**src/rtl/ds18b20_pkg.sv**
```systemverilog
// Shared constants, state encodings and error codes for the DS18B20 conversion sequencer.
package ds18b20_pkg;

    localparam logic [7:0] CMD_SKIP_ROM  = 8'hCC;
    localparam logic [7:0] CMD_CONVERT_T = 8'h44;
    localparam logic [7:0] CMD_READ_SP   = 8'hBE;
    localparam int         SP_BYTES      = 9;

    typedef enum logic [1:0] {
        ERR_OK      = 2'd0,
        ERR_NOPRES  = 2'd1,
        ERR_CRC     = 2'd2,
        ERR_TIMEOUT = 2'd3
    } err_e;

    typedef enum logic [3:0] {
        ST_IDLE,
        ST_RST1,
        ST_SKIP1,
        ST_CONV,
        ST_WAITC,
        ST_RST2,
        ST_SKIP2,
        ST_RDCMD,
        ST_RD,
        ST_CHECK
    } seq_state_e;

    typedef enum logic [1:0] {
        OP_ISSUE,
        OP_ACK,
        OP_WAIT
    } op_state_e;

    // Command byte presented to one_wire while a write op is in flight.
    function automatic logic [7:0] cmd_for_state(input seq_state_e s);
        case (s)
            ST_SKIP1, ST_SKIP2: return CMD_SKIP_ROM;
            ST_CONV:            return CMD_CONVERT_T;
            ST_RDCMD:           return CMD_READ_SP;
            default:            return 8'h00;
        endcase
    endfunction

endpackage

```
**src/rtl/ds18b20_sequencer_if.sv**
```systemverilog
// Strobe/byte interface between the sequencer and the one_wire byte master.
interface ds18b20_sequencer_if;
    logic       ow_reset;
    logic       ow_write_byte;
    logic       ow_read_byte;
    logic [7:0] ow_in_byte;
    logic       ow_busy;
    logic       ow_presense;
    logic [7:0] ow_out_byte;

    modport master (
        output ow_reset, ow_write_byte, ow_read_byte, ow_in_byte,
        input  ow_busy, ow_presense, ow_out_byte
    );

    modport slave (
        input  ow_reset, ow_write_byte, ow_read_byte, ow_in_byte,
        output ow_busy, ow_presense, ow_out_byte
    );
endinterface

```
**src/rtl/ds_crc8.sv**
```systemverilog
// Byte-wide Dallas/Maxim CRC-8 (reflected poly 0x8C, init 0x00), one byte per enabled cycle.
module ds_crc8 (
    input  logic       clk,
    input  logic       clear,
    input  logic       en,
    input  logic [7:0] din,
    output logic [7:0] crc
);

    function automatic logic [7:0] crc8_byte(input logic [7:0] c, input logic [7:0] d);
        logic [7:0] r;
        r = c ^ d;
        for (int i = 0; i < 8; i++) begin
            r = r[0] ? ((r >> 1) ^ 8'h8C) : (r >> 1);
        end
        return r;
    endfunction

    logic [7:0] crc_q;

    always_ff @(posedge clk) begin
        if (clear) begin
            crc_q <= 8'h00;
        end else if (en) begin
            crc_q <= crc8_byte(crc_q, din);
        end
    end

    assign crc = crc_q;

endmodule

```
**src/rtl/ds18b20_sequencer.sv**
```systemverilog
// Autonomous DS18B20 transaction sequencer: reset/skip/convert, wait, reset/skip/read scratchpad, CRC check.
module ds18b20_sequencer
    import ds18b20_pkg::*;
#(
    parameter int unsigned CONV_WAIT_CYCLES = 37_500_000,
    parameter int unsigned ACK_TIMEOUT      = 16
) (
    input  logic                       clk,
    input  logic                       rst,
    input  logic                       start,
    ds18b20_sequencer_if.master        bus,
    output logic                       busy,
    output logic                       present,
    output logic [15:0]                temp,
    output logic                       temp_valid,
    output logic                       done,
    output logic [1:0]                 err
);

    localparam int              AW       = $clog2(ACK_TIMEOUT + 1);
    localparam logic [AW-1:0]   ACK_LAST = AW'(ACK_TIMEOUT - 1);
    localparam logic [3:0]      RD_LAST  = 4'(SP_BYTES - 1);

    seq_state_e    state_q, state_d;
    op_state_e     op_q, op_d;
    logic [AW-1:0] ack_cnt_q, ack_cnt_d;
    logic [31:0]   wait_cnt_q, wait_cnt_d;
    logic [3:0]    rd_idx_q, rd_idx_d;
    logic          present_q, present_d;
    logic [15:0]   temp_q, temp_d;
    logic          temp_valid_q, temp_valid_d;
    logic          done_q, done_d;
    err_e          err_q, err_d;
    logic [7:0]    sp_lo_q, sp_lo_d, sp_hi_q, sp_hi_d;

    logic       is_op, is_rst, is_rd, fire, op_done, abort;
    logic       crc_clr, crc_en;
    logic [7:0] crc;

    ds_crc8 u_crc (
        .clk   (clk),
        .clear (crc_clr),
        .en    (crc_en),
        .din   (bus.ow_out_byte),
        .crc   (crc)
    );

    always_comb begin
        state_d      = state_q;
        op_d         = op_q;
        ack_cnt_d    = ack_cnt_q;
        wait_cnt_d   = wait_cnt_q;
        rd_idx_d     = rd_idx_q;
        present_d    = present_q;
        temp_d       = temp_q;
        temp_valid_d = 1'b0;
        done_d       = 1'b0;
        err_d        = err_q;
        sp_lo_d      = sp_lo_q;
        sp_hi_d      = sp_hi_q;
        crc_clr      = 1'b0;
        crc_en       = 1'b0;
        fire         = 1'b0;
        op_done      = 1'b0;
        abort        = 1'b0;

        is_op  = (state_q inside {ST_RST1, ST_SKIP1, ST_CONV, ST_RST2, ST_SKIP2, ST_RDCMD, ST_RD});
        is_rst = (state_q inside {ST_RST1, ST_RST2});
        is_rd  = (state_q == ST_RD);

        // Shared ISSUE -> ACK -> WAIT handshake for every bus operation.
        if (is_op) begin
            case (op_q)
                OP_ISSUE: begin
                    if (!bus.ow_busy) begin
                        fire      = 1'b1;
                        op_d      = OP_ACK;
                        ack_cnt_d = AW'(1);
                        if (is_rst) present_d = 1'b0;
                        if (state_q == ST_RDCMD) crc_clr = 1'b1;
                    end
                end
                OP_ACK: begin
                    if (is_rst && bus.ow_presense) present_d = 1'b1;
                    if (bus.ow_busy) begin
                        op_d = OP_WAIT;
                    end else if (ack_cnt_q == ACK_LAST) begin
                        err_d = ERR_TIMEOUT;
                        abort = 1'b1;
                    end else begin
                        ack_cnt_d = ack_cnt_q + AW'(1);
                    end
                end
                OP_WAIT: begin
                    if (is_rst && bus.ow_presense) present_d = 1'b1;
                    if (!bus.ow_busy) begin
                        op_d    = OP_ISSUE;
                        op_done = 1'b1;
                    end
                end
                default: op_d = OP_ISSUE;
            endcase
        end

        case (state_q)
            ST_IDLE: begin
                if (start) begin
                    state_d = ST_RST1;
                    op_d    = OP_ISSUE;
                    err_d   = ERR_OK;
                end
            end
            ST_RST1, ST_RST2: begin
                if (op_done) begin
                    if (!present_d) begin
                        err_d = ERR_NOPRES;
                        abort = 1'b1;
                    end else begin
                        state_d = (state_q == ST_RST1) ? ST_SKIP1 : ST_SKIP2;
                    end
                end
            end
            ST_SKIP1: if (op_done) state_d = ST_CONV;
            ST_CONV: begin
                if (op_done) begin
                    state_d    = ST_WAITC;
                    wait_cnt_d = CONV_WAIT_CYCLES;
                end
            end
            ST_WAITC: begin
                if (wait_cnt_q == 32'd1) state_d = ST_RST2;
                else                     wait_cnt_d = wait_cnt_q - 32'd1;
            end
            ST_SKIP2: if (op_done) state_d = ST_RDCMD;
            ST_RDCMD: begin
                if (op_done) begin
                    state_d  = ST_RD;
                    rd_idx_d = 4'd0;
                end
            end
            ST_RD: begin
                if (op_done) begin
                    crc_en = 1'b1;
                    if (rd_idx_q == 4'd0) sp_lo_d = bus.ow_out_byte;
                    if (rd_idx_q == 4'd1) sp_hi_d = bus.ow_out_byte;
                    if (rd_idx_q == RD_LAST) state_d = ST_CHECK;
                    else                     rd_idx_d = rd_idx_q + 4'd1;
                end
            end
            ST_CHECK: begin
                // Running CRC over a good scratchpad including its own CRC byte is zero.
                if (crc == 8'h00) begin
                    temp_d       = {sp_hi_q, sp_lo_q};
                    temp_valid_d = 1'b1;
                    err_d        = ERR_OK;
                end else begin
                    err_d = ERR_CRC;
                end
                done_d  = 1'b1;
                state_d = ST_IDLE;
            end
            default: state_d = ST_IDLE;
        endcase

        if (abort) begin
            state_d = ST_IDLE;
            op_d    = OP_ISSUE;
            done_d  = 1'b1;
        end
    end

    always_ff @(posedge clk) begin
        if (rst) begin
            state_q      <= ST_IDLE;
            op_q         <= OP_ISSUE;
            ack_cnt_q    <= '0;
            wait_cnt_q   <= '0;
            rd_idx_q     <= '0;
            present_q    <= 1'b0;
            temp_q       <= '0;
            temp_valid_q <= 1'b0;
            done_q       <= 1'b0;
            err_q        <= ERR_OK;
        end else begin
            state_q      <= state_d;
            op_q         <= op_d;
            ack_cnt_q    <= ack_cnt_d;
            wait_cnt_q   <= wait_cnt_d;
            rd_idx_q     <= rd_idx_d;
            present_q    <= present_d;
            temp_q       <= temp_d;
            temp_valid_q <= temp_valid_d;
            done_q       <= done_d;
            err_q        <= err_d;
        end
    end

    always_ff @(posedge clk) begin
        sp_lo_q <= sp_lo_d;
        sp_hi_q <= sp_hi_d;
    end

    assign bus.ow_reset      = fire && is_rst;
    assign bus.ow_write_byte = fire && !is_rst && !is_rd;
    assign bus.ow_read_byte  = fire && is_rd;
    assign bus.ow_in_byte    = cmd_for_state(state_q);

    assign busy       = (state_q != ST_IDLE);
    assign present    = present_q;
    assign temp       = temp_q;
    assign temp_valid = temp_valid_q;
    assign done       = done_q;
    assign err        = err_q;

endmodule

```
**src/flat_wrapper.sv**
```systemverilog
// flat-port wrapper written by rule: the top's interface ports become plain ports
module ds18b20_sequencer_flat import ds18b20_pkg::*;
#(
    parameter int unsigned CONV_WAIT_CYCLES = 37_500_000,
    parameter int unsigned ACK_TIMEOUT      = 16
)
  (clk, rst, start, busy, present, temp, temp_valid, done, err, bus_ow_reset, bus_ow_write_byte, bus_ow_read_byte, bus_ow_in_byte, bus_ow_busy, bus_ow_presense, bus_ow_out_byte);
  ds18b20_sequencer_if bus_i ();
  input  logic clk;
  input  logic rst;
  input  logic start;
  output logic busy;
  output logic present;
  output logic [15:0] temp;
  output logic temp_valid;
  output logic done;
  output logic [1:0] err;
  output wire logic [$bits(bus_i.ow_reset)-1:0] bus_ow_reset;
  output wire logic [$bits(bus_i.ow_write_byte)-1:0] bus_ow_write_byte;
  output wire logic [$bits(bus_i.ow_read_byte)-1:0] bus_ow_read_byte;
  output wire logic [$bits(bus_i.ow_in_byte)-1:0] bus_ow_in_byte;
  input wire logic [$bits(bus_i.ow_busy)-1:0] bus_ow_busy;
  input wire logic [$bits(bus_i.ow_presense)-1:0] bus_ow_presense;
  input wire logic [$bits(bus_i.ow_out_byte)-1:0] bus_ow_out_byte;
  assign bus_ow_reset = bus_i.ow_reset;
  assign bus_ow_write_byte = bus_i.ow_write_byte;
  assign bus_ow_read_byte = bus_i.ow_read_byte;
  assign bus_ow_in_byte = bus_i.ow_in_byte;
  assign bus_i.ow_busy = bus_ow_busy;
  assign bus_i.ow_presense = bus_ow_presense;
  assign bus_i.ow_out_byte = bus_ow_out_byte;
  ds18b20_sequencer #(.CONV_WAIT_CYCLES(CONV_WAIT_CYCLES), .ACK_TIMEOUT(ACK_TIMEOUT)) u_core (.clk(clk), .rst(rst), .start(start), .bus(bus_i), .busy(busy), .present(present), .temp(temp), .temp_valid(temp_valid), .done(done), .err(err));
endmodule
```
**config.mk**
```make
export PLATFORM = sky130hd
export DESIGN_NAME = ds18b20_sequencer_flat
export DESIGN_NICKNAME = d
export VERILOG_FILES = /design/src/rtl/ds18b20_pkg.sv /design/src/rtl/ds18b20_sequencer_if.sv /design/src/rtl/ds_crc8.sv /design/src/rtl/ds18b20_sequencer.sv /design/src/flat_wrapper.sv
export SDC_FILE = /design/constraint.sdc
export NUM_CORES = 1
export LEC_CHECK = 0
export CAP_MARGIN = 25
export CELL_PAD_IN_SITES_DETAIL_PLACEMENT = 0
export CELL_PAD_IN_SITES_GLOBAL_PLACEMENT = 2
export CORE_ASPECT_RATIO = 0.5
export CORE_UTILIZATION = 30
export DETAILED_ROUTE_END_ITERATION = 16
export GPL_TIMING_DRIVEN = 0
export MAX_ROUTING_LAYER = met4
export PLACE_DENSITY_LB_ADDON = 0.1
export RECOVER_POWER = 50
export SYNTH_ARGS = -nofsm -noshare
export SYNTH_HDL_FRONTEND = slang
export SYNTH_SLANG_ARGS = --single-unit
```
**constraint.sdc**
```tcl
create_clock -name clk -period 8.9 [get_ports clk]
set_clock_uncertainty 0.1 [all_clocks]
set_input_delay 2.67 -clock clk [delete_from_list [all_inputs] [get_ports clk]]
set_output_delay 2.67 -clock clk [all_outputs]
set_load 0.02 [all_outputs]
```
Word-level counts from Yosys, hierarchy flattened. Index checks and enable logic that the tools add are counted.

Register bits after elaboration: 92. Input port bits: 13. Output and inout bits: 33. Logic and storage cells: 159.

Add/sub/neg operators: 3. Equal/unequal tests: 30. Mux-type cells: 74. Bitwise logic cells: 10. Reduce and logical (&&, ||, !) cells: 29.

Operator list (number): two-way mux 32 bit (2); two-way mux 8 bit (8); case mux 32 bit (2 select lines) (1); two-way mux 4 bit (13); equality test 32 x 1 -> 1 bit (second input constant) (1); case mux 4 bit (8 select lines) (1); subtractor 32 x 1 -> 32 bit (second input constant) (1); two-way mux 2 bit (14); two-way mux 1 bit (25); inverter 2 -> 3 bit (8); case mux 8 bit (3 select lines) (1); equality test 4 x 3 -> 1 bit (second input constant) (4); != test 2 bit (second input constant) (8); two-way mux 5 bit (3); != test 2 x 1 -> 1 bit (second input constant) (7); equality test 4 bit (second input constant) (3); case mux 2 bit (3 select lines) (2); case mux 5 bit (2 select lines) (1); AND reduction 10 bit (1); OR reduction 2 bit (5); AND reduction 3 bit (3); equality test 4 x 1 -> 1 bit (second input constant) (2); equality test 4 x 2 -> 1 bit (second input constant) (2); zero test 4 bit (2); other kinds (20) (28).

Logic depth before layout (Yosys ltp). Gate-level depths: netlist of the first run.

Depth in word-level cells: 17. Depth in mapped cells: 9. Mapped depth without buffers: 9.

Hierarchy. From an unflattened synthesis of the first run, not the netlist that was laid out.

Cells, all modules: 506. Area, all modules: 4710.8 um^2.

Modules (own cells, without submodules): ds18b20_sequencer (instances 1, cells an instance 459, area an instance 4172.8 um^2); ds_crc8 (instances 1, cells an instance 47, area an instance 538.0 um^2).

Worst setup path after synthesis of the first run. Ideal clock, no wire load.

Kind: input to output. Start point: input port bus_ow_busy. End point: output port bus_ow_write_byte. Arrival time: 3.673 ns. Required time: 6.130 ns. Setup slack: 2.457 ns. Stages: 4. Path through: clkbuf_1 -> a21oi_1 -> nand2_1 -> nor3_1.

Word-level cells in the longest chain between the ends: 5.

RTL lines: start, declared (RTL line flat_wrapper.sv:22) `input wire logic [$bits(bus_i.ow_busy)-1:0] bus_ow_busy;`; two-way mux 1 bit (RTL line ds18b20_sequencer.sv:75) `if (!bus.ow_busy) begin`; two-way mux 1 bit (RTL line ds18b20_sequencer.sv:73) `case (op_q)`; two-way mux 1 bit (RTL line ds18b20_sequencer.sv:72) `if (is_op) begin`; logical AND 1 bit (2 in series) (RTL line ds18b20_sequencer.sv:204) `assign bus.ow_write_byte = fire && !is_rst && !is_rd;`; end, declared (RTL line flat_wrapper.sv:19) `output wire logic [$bits(bus_i.ow_write_byte)-1:0] bus_ow_write_byte;`.

No other way between the ends.

Final worst setup path of the first run. Same ends and word-level chain as after synthesis.

==> flow_summary.yaml, run 1 <==
outcome:
  run_status: "finished, final reports clean"
floorplanning:
  die_y_um: 88.0
  start_util_pct: 31.7
  core_area_um2: 14000
  die_width_um: 174
  design.portCount: 46
  die_area_um2: 15300
  fp-row-count: 30
routing:
  met2RoutedLength_um: 5030
  route.detailed.wl_per_inst_um: 15.2
  highest_layer: "met4"
  dr.first_iter.drc_count: 135
  postRouteWirelength_um: 11100
  met3WireLength_um: 259
  drt_pre_antenna_iters: 5
  vias_per_inst: 4.72
  num_vias: 3468
  post_detailed_route_drc_marker_count: 0
  detail-route-antenna-nets: 0
  met1Wirelength_um: 5760
critical_path:
  crit_path_top_delay_cell: "clkdlybuf4s50_1"
  arrival_time_at_the_worst_endpoint_ps: 4240
  worstPathMaxFanout: 9
  critPathMaxStageDelay_ps: 630
  worst-setup-path-type: "primary input to output port"
  end_kind: "output port"
  worst_path_dominant_cell_family: "buffers and inverters"
  crit_path_cells: "clkbuf_1 -> a21oi_1 -> nand2_1 -> nor3_1 -> clkdlybuf4s50_1"
  worstPathRequired_ps: 6130
  setup.worst_path.start_class: "primary input"
  path_buf_inv: 2
clock_network:
  cts_tree: "done"
  holdBufCountCts: 0
  cts-root-buf: "clkbuf_16"
  cts.sinks: 92
  ctsHtreeMaxLevel: 3
  clk_pin_slew_worst_paths_ps: 70
  cts-root-to-sink-buffers: 2
  tritoncts.num_buffers: 9
  post_cts_buffers: 0
  cts_resized: 0
  clock_insertion_delay_worst_skew_ps: 350
finish:
  layout_overhead_on_the_synthesized_area_pct: 22.2
  drive_above_1_share_pct: 8.86
  seqCellArea_um2: 2000
  final_net_count: 561
  area_of_combinational_cells_with_multiple_inputs_um2: 2240
  antenna-diode-count: 0
  fill_cells: 1465
yosys:
  top_post_synthesis_cells_by_area: "dfxtp_1 34%, edfxtp_1 11%, nor2_1 6.5%, xor2_1 5.1%, xnor2_1 4.3%"
  synthCells: 480
  cell_taking_the_most_area_after_synthesis: "dfxtp_1"
  cell_with_the_most_instances_after_synthesis: "nor2_1"
  ys.flop_type: "dfxtp_1"
  netlist_top_cells_count: "77 x nor2_1, 76 x dfxtp_1, 33 x a21oi_1, 26 x xor2_1, 22 x xnor2_1"
  ys.warnings.count: 0
  synth_edf_count: 16
  synth-seq-cells: 92
  syn-num-nets: 504
  synth_seq_area_share_pct: 45.1
  synth.avg_cell_area_um2: 9.25
  synth_async_sr_flop_share_pct: 0
  synth.cell_area_um2: 4440
  synth_largest_type_area_fraction_pct: 34.3
  synth.distinct_cells: 60
power_and_ir_drop:
  p_leak_uw: 0.00202
  clock_power_share_pct: 39.3
  comb_power_share_pct: 16.5
  vdd_drop_max_mv: 0.0933
  power_uw: 986
  seq_power_share_pct: 44.2
  internal_power_uw: 687
  pwr_density_cell_nw_per_um2: 182
  power.share.switching_pct: 30.3
  p_sw_uw: 299
global_routing:
  antenna_found_initial: 0
  grt_pass1_vias: 3419
  global_route.usage.total_pct: 16.2
  grt_start_max_net_pins: 20
  grt_first_pass_wirelength_um: 18600
  gr-total-overflow: 0
sta:
  post_route_setup_tns_ps: 0
  timing.final.crit_share_pct: 78.7
  grt_setup_unrepaired: "false"
  timing.final.setup_violations: 0
  maxSlewViolCount: 0
  worst_slew_pin_slew_ps: 845
  finalWorstPathRequiredPeriod_ps: 7010
  fmaxAchievable_mhz: 143
  worst_slew_margin_relative_to_its_limit_pct: 43.1
  number_of_endpoints_with_negative_hold_slack_in_the_final_report: 0
place:
  hpwl_um: 8140
  number_of_port_buffers: 42
  finalWeightedCongestion: 0.733
run:
  maxCapViolations: 0
worst_hold_path:
  hold_path.class: "flip-flop to flip-flop"
[layer usage]
metal,vias up,global-route usage [%]
li1,1808,-
met1,1621,21.1
met2,29,26.0
met3,10,3.56
met4,0,3.59
met5,-,-
[cell type report]
class,instances,area share (%)
inverters,15,1.04
plain buffers,28,2.49
multi-input cells,345,41.4
well taps,192,4.43
clock buffers,9,4.15
repair buffers,46,8.14
flip-flops and latches,92,36.9
clock inverters,7,1.45
[final timing paths]
| kind | start | slack, ps | endpoint | cells after the start |
|---|---|---|---|---|
| min reg2reg | u_core.wait_cnt_q[23] | 380 | u_core.wait_cnt_q[23] | 2 |
| min | u_core.wait_cnt_q[23] | 380 | u_core.wait_cnt_q[23] | 2 |
| max reg2reg | u_core.op_q[1] | 5850 | u_core.wait_cnt_q[23] | 8 |
| max | bus_ow_busy | 1890 | bus_ow_write_byte | 5 |
[sequential cells by signal, indices dropped and copies added (netlist names)]
| signal | cells |
|---|---|
| u_core.wait_cnt_q | 32 |
| u_core.u_crc.crc | 8 |
| u_core.op_q | 2 |
| u_core.present | 1 |
| u_core.temp_valid | 1 |
| u_core.temp | 16 |
| u_core.sp_hi_q | 8 |
| u_core.err | 2 |
| u_core.ack_cnt_q | 5 |
| u_core.done | 1 |
| u_core.rd_idx_q | 4 |
| u_core.sp_lo_q | 8 |
| u_core.state_q | 4 |
[power groups by stage]
stage | logic, uW | registers [uW] | clock network, uW
global placement | 166 | 446 | 0
CTS | 165 | 436 | 400
detailed placement | 165 | 445 | 0
global route | 182 | 437 | 417
floorplan | 108 | 444 | 0
finish | 163 | 436 | 388
[worst reg2reg max path, cell delays in order (launching register included)]
cell	delay (ps)
dfxtp_1	420
ha_1	300
nand2b_1	230
nor4_1	520
buf_2	270
clkbuf_1	530
o21ai_0	200
o31ai_1	260
a21oi_1	90
[cell families after synthesis]
logic type               Yosys count  synth area share, %
AND/OR/NAND/NOR                  174                 19.6
multiplexers                      17                 3.83
adder cells (fa/ha/maj)           11                 3.10
AO/OA/AOI/OAI                     94                 14.5
XOR/XNOR                          48                 9.47
buffers and inverters             43                 4.31
other                              1               0.0845
flip-flops                        92                 45.1
[cells in the final DEF, fill, tap and decap left out, drive strengths merged, types with 3 or more instances in the layout]
master	instances
dfxtp	76
a211o	3
xnor2	22
clkinv	3
nand2	21
nor2	77
dlygate4sd3	15
nand2b	5
nand4	5
mux2i	17
o211ai	10
ha	11
nor3	14
inv	19
or3	7
nand3	11
or4	7
edfxtp	16
buf	10
clkbuf	31
nor4b	3
o31ai	6
nand4b	4
xor2	26
a211oi	6
a21oi	33
clkdlybuf4s50	27
nor4	7
o21ai	20
[metrics by stage]
step / std cells / instance area (um2) / setup slack, ps / util (%) / hold WS [ps]
4_1_cts: 734 / 5440 / 1910 / 38.9 / 378
5_1_grt: 734 / 5420 / 1720 / 38.7 / 409
3_5_place_dp: 718 / 5140 / 1910 / 36.7 / 362
2_1_floorplan: 480 / 4440 / 2460 / - / 348
6_report: 734 / 5420 / 1890 / 38.7 / 379
3_3_place_gp: 714 / 5100 / 1880 / 36.4 / 357
Note: power is estimated with default switching activity, not from simulation.
==> run 2, diff against run 1 <==
==> constraint.sdc (replaced) <==
create_clock -name clk -period 6.1 [get_ports clk]
set_clock_uncertainty 0.1 [all_clocks]
set_input_delay 1.83 -clock clk [delete_from_list [all_inputs] [get_ports clk]]
set_output_delay 1.83 -clock clk [all_outputs]
set_load 0.02 [all_outputs]
==> run 2 against run 1 <==
Final cell count is the same. Utilization shrank 0.054 points. Total power grew 46%. Sequential cell count is the same. Wire length grew 0.32%. Register-to-register slack lost 2800 ps.
==> flow_summary.yaml, run 2 (synthesis gave the netlist of run 1 again) <==
routing:
  postRouteWirelength_um: 11200
  num_vias: 3510
  detail-route-antenna-nets: 0
  vias_per_inst: 4.78
  dr.first_iter.drc_count: 126
  drt_pre_antenna_iters: 4
  route.detailed.wl_per_inst_um: 15.2
  post_detailed_route_drc_marker_count: 0
critical_path:
  end_kind: "output port"
  arrival_time_at_the_worst_endpoint_ps: 3390
  worstPathMaxFanout: 9
  setup.worst_path.start_class: "primary input"
  ff2ff_path_depth: 8
  worstReg2RegEnd: "u_core.wait_cnt_q[23]"
  r2r_start: "u_core.op_q[1]"
  critPathMaxStageDelay_ps: 630
  crit_path_cells: "clkbuf_1 -> a21oi_1 -> nand2_1 -> nor3_1 -> clkdlybuf4s50_1"
  crit_path_top_delay_cell: "clkdlybuf4s50_1"
  worst-r2r-setup-slack_ps: 3050
  worst-path-stages: 5
  worst_path_dominant_cell_family: "buffers and inverters"
  worst-setup-path-type: "primary input to output port"
  path_buf_inv: 2
  worstPathRequired_ps: 4170
sta:
  fmaxAchievable_mhz: 188
  worst_slew_pin_slew_ps: 819
  worst_slew_margin_relative_to_its_limit_pct: 44.9
  worst_slack_ps: 777
  timing.final.crit_share_pct: 87.3
  worst_hold_margin_ps: 379
  maxSlewViolCount: 0
  post_route_setup_tns_ps: 0
  finalWorstPathRequiredPeriod_ps: 5320
  grt_setup_unrepaired: "false"
  timing.final.setup_violations: 0
  number_of_endpoints_with_negative_hold_slack_in_the_final_report: 0
place:
  finalWeightedCongestion: 0.733
  number_of_port_buffers: 42
  hpwl_um: 8140
  pre_cts_slack_ps: 789
clock_network:
  cts_tree: "done"
  cts.sinks: 92
  ctsHtreeMaxLevel: 3
  cts-root-to-sink-buffers: 2
  cts_resized: 0
  post_cts_buffers: 0
  clk_pin_slew_worst_paths_ps: 70
  clock_insertion_delay_worst_skew_ps: 350
  cts-root-buf: "clkbuf_16"
  holdBufCountCts: 0
  tritoncts.num_buffers: 9
outcome:
  run_status: "finished, final reports clean"
finish:
  final_net_count: 561
  largest_reg_flops: 32
  fill_cells: 1467
  top_register: "u_core.wait_cnt_q"
  layout.cells.most_common_list: "77 x nor2_1, 76 x dfxtp_1, 33 x a21oi_1"
  antenna-diode-count: 0
  layout_commonest_cell: "nor2_1"
  layout_overhead_on_the_synthesized_area_pct: 22.0
  drive_above_1_share_pct: 8.67
  utilization_pct: 38.7
power_and_ir_drop:
  power_uw: 1440
  seq_power_share_pct: 44.2
  power.share.switching_pct: 30.3
  vdd_drop_max_mv: 0.136
  clock_power_share_pct: 39.3
  pwr_density_cell_nw_per_um2: 266
  internal_power_uw: 1000
  p_sw_uw: 436
  p_leak_uw: 0.00201
  comb_power_share_pct: 16.5
worst_hold_path:
  hold_path.class: "flip-flop to flip-flop"
  timing.hold.worst.start: "u_core.wait_cnt_q[23]"
  holdPathStages: 2
  hold-path-endpoint: "u_core.wait_cnt_q[23]"
floorplanning:
  die_width_um: 174
  core_area_um2: 14000
  die_area_um2: 15300
  fp-row-count: 30
  start_util_pct: 31.7
  design.portCount: 46
  die_y_um: 88.0
global_routing:
  grt_first_pass_wirelength_um: 18600
  global_route.usage.total_pct: 16.2
  grt_pass1_vias: 3419
  antenna_found_initial: 0
  gr-total-overflow: 0
  grt_start_max_net_pins: 20
run:
  maxCapViolations: 0
run 2: cell types whose count changed in the layout (fill, tap and decap cells not counted), sizes merged:
cell,before,now
clkbuf,31,32
buf,10,9
run 2: power by group through the flow:
stage | logic (uW) | registers, uW | clock network, uW
final | 238 | 636 | 566
after global routing | 265 | 638 | 609
after CTS | 241 | 636 | 584
after detailed placement | 241 | 650 | 0
after global placement | 242 | 650 | 0
after floorplan | 158 | 647 | 0
run 2: area by class of cell:
| class | instances | area [um2] | area share, % |
|---|---|---|---|
| inverters | 15 | 56.3 | 1.04 |
| clock inverters | 7 | 78.8 | 1.46 |
| repair buffers | 46 | 442 | 8.15 |
| flip-flops and latches | 92 | 2000 | 37.0 |
| clock buffers | 9 | 225 | 4.16 |
| well taps | 192 | 240 | 4.44 |
| plain buffers | 28 | 128 | 2.36 |
| multi-input cells | 345 | 2240 | 41.4 |
run 2: worst max-delay path by stage:
stage | from | endpoint | slack (ps)
finish | bus_ow_busy | bus_ow_write_byte | 780
global route | bus_ow_busy | bus_ow_write_byte | 600
CTS | bus_ow_busy | bus_ow_write_byte | 790
detailed placement | bus_ow_busy | bus_ow_write_byte | 790
global placement | bus_ow_busy | bus_ow_write_byte | 760
floorplan | bus_ow_busy | bus_ow_write_byte | 1340
run 2: worst register-to-register path: cells and delay by family (launching register included):
kind / cells / cell delay [ps]
buf+inv: 2 / 790
simple gates: 2 / 760
compound gates: 3 / 550
flops: 1 / 420
fa+ha+maj: 1 / 300
run 2: through the flow:
| stage | std cells | area (um2) |
|---|---|---|
| 4_1_cts | 734 | 5440 |
| 2_1_floorplan | 480 | 4440 |
| 3_3_place_gp | 714 | 5100 |
| 6_report | 734 | 5420 |
| 3_5_place_dp | 718 | 5140 |
| 5_1_grt | 734 | 5420 |
run 2: per-layer routing:
metal | part of all wire [%] | GRT usage (%) | wire (um) | vias to the layer above
met5 | 0 | - | 0 | -
met4 | 0.95 | 3.59 | 106 | 0
met3 | 2.2 | 3.56 | 249 | 13
met2 | 45 | 26.0 | 5040 | 42
met1 | 52 | 21.1 | 5770 | 1649
li1 | - | - | - | 1806
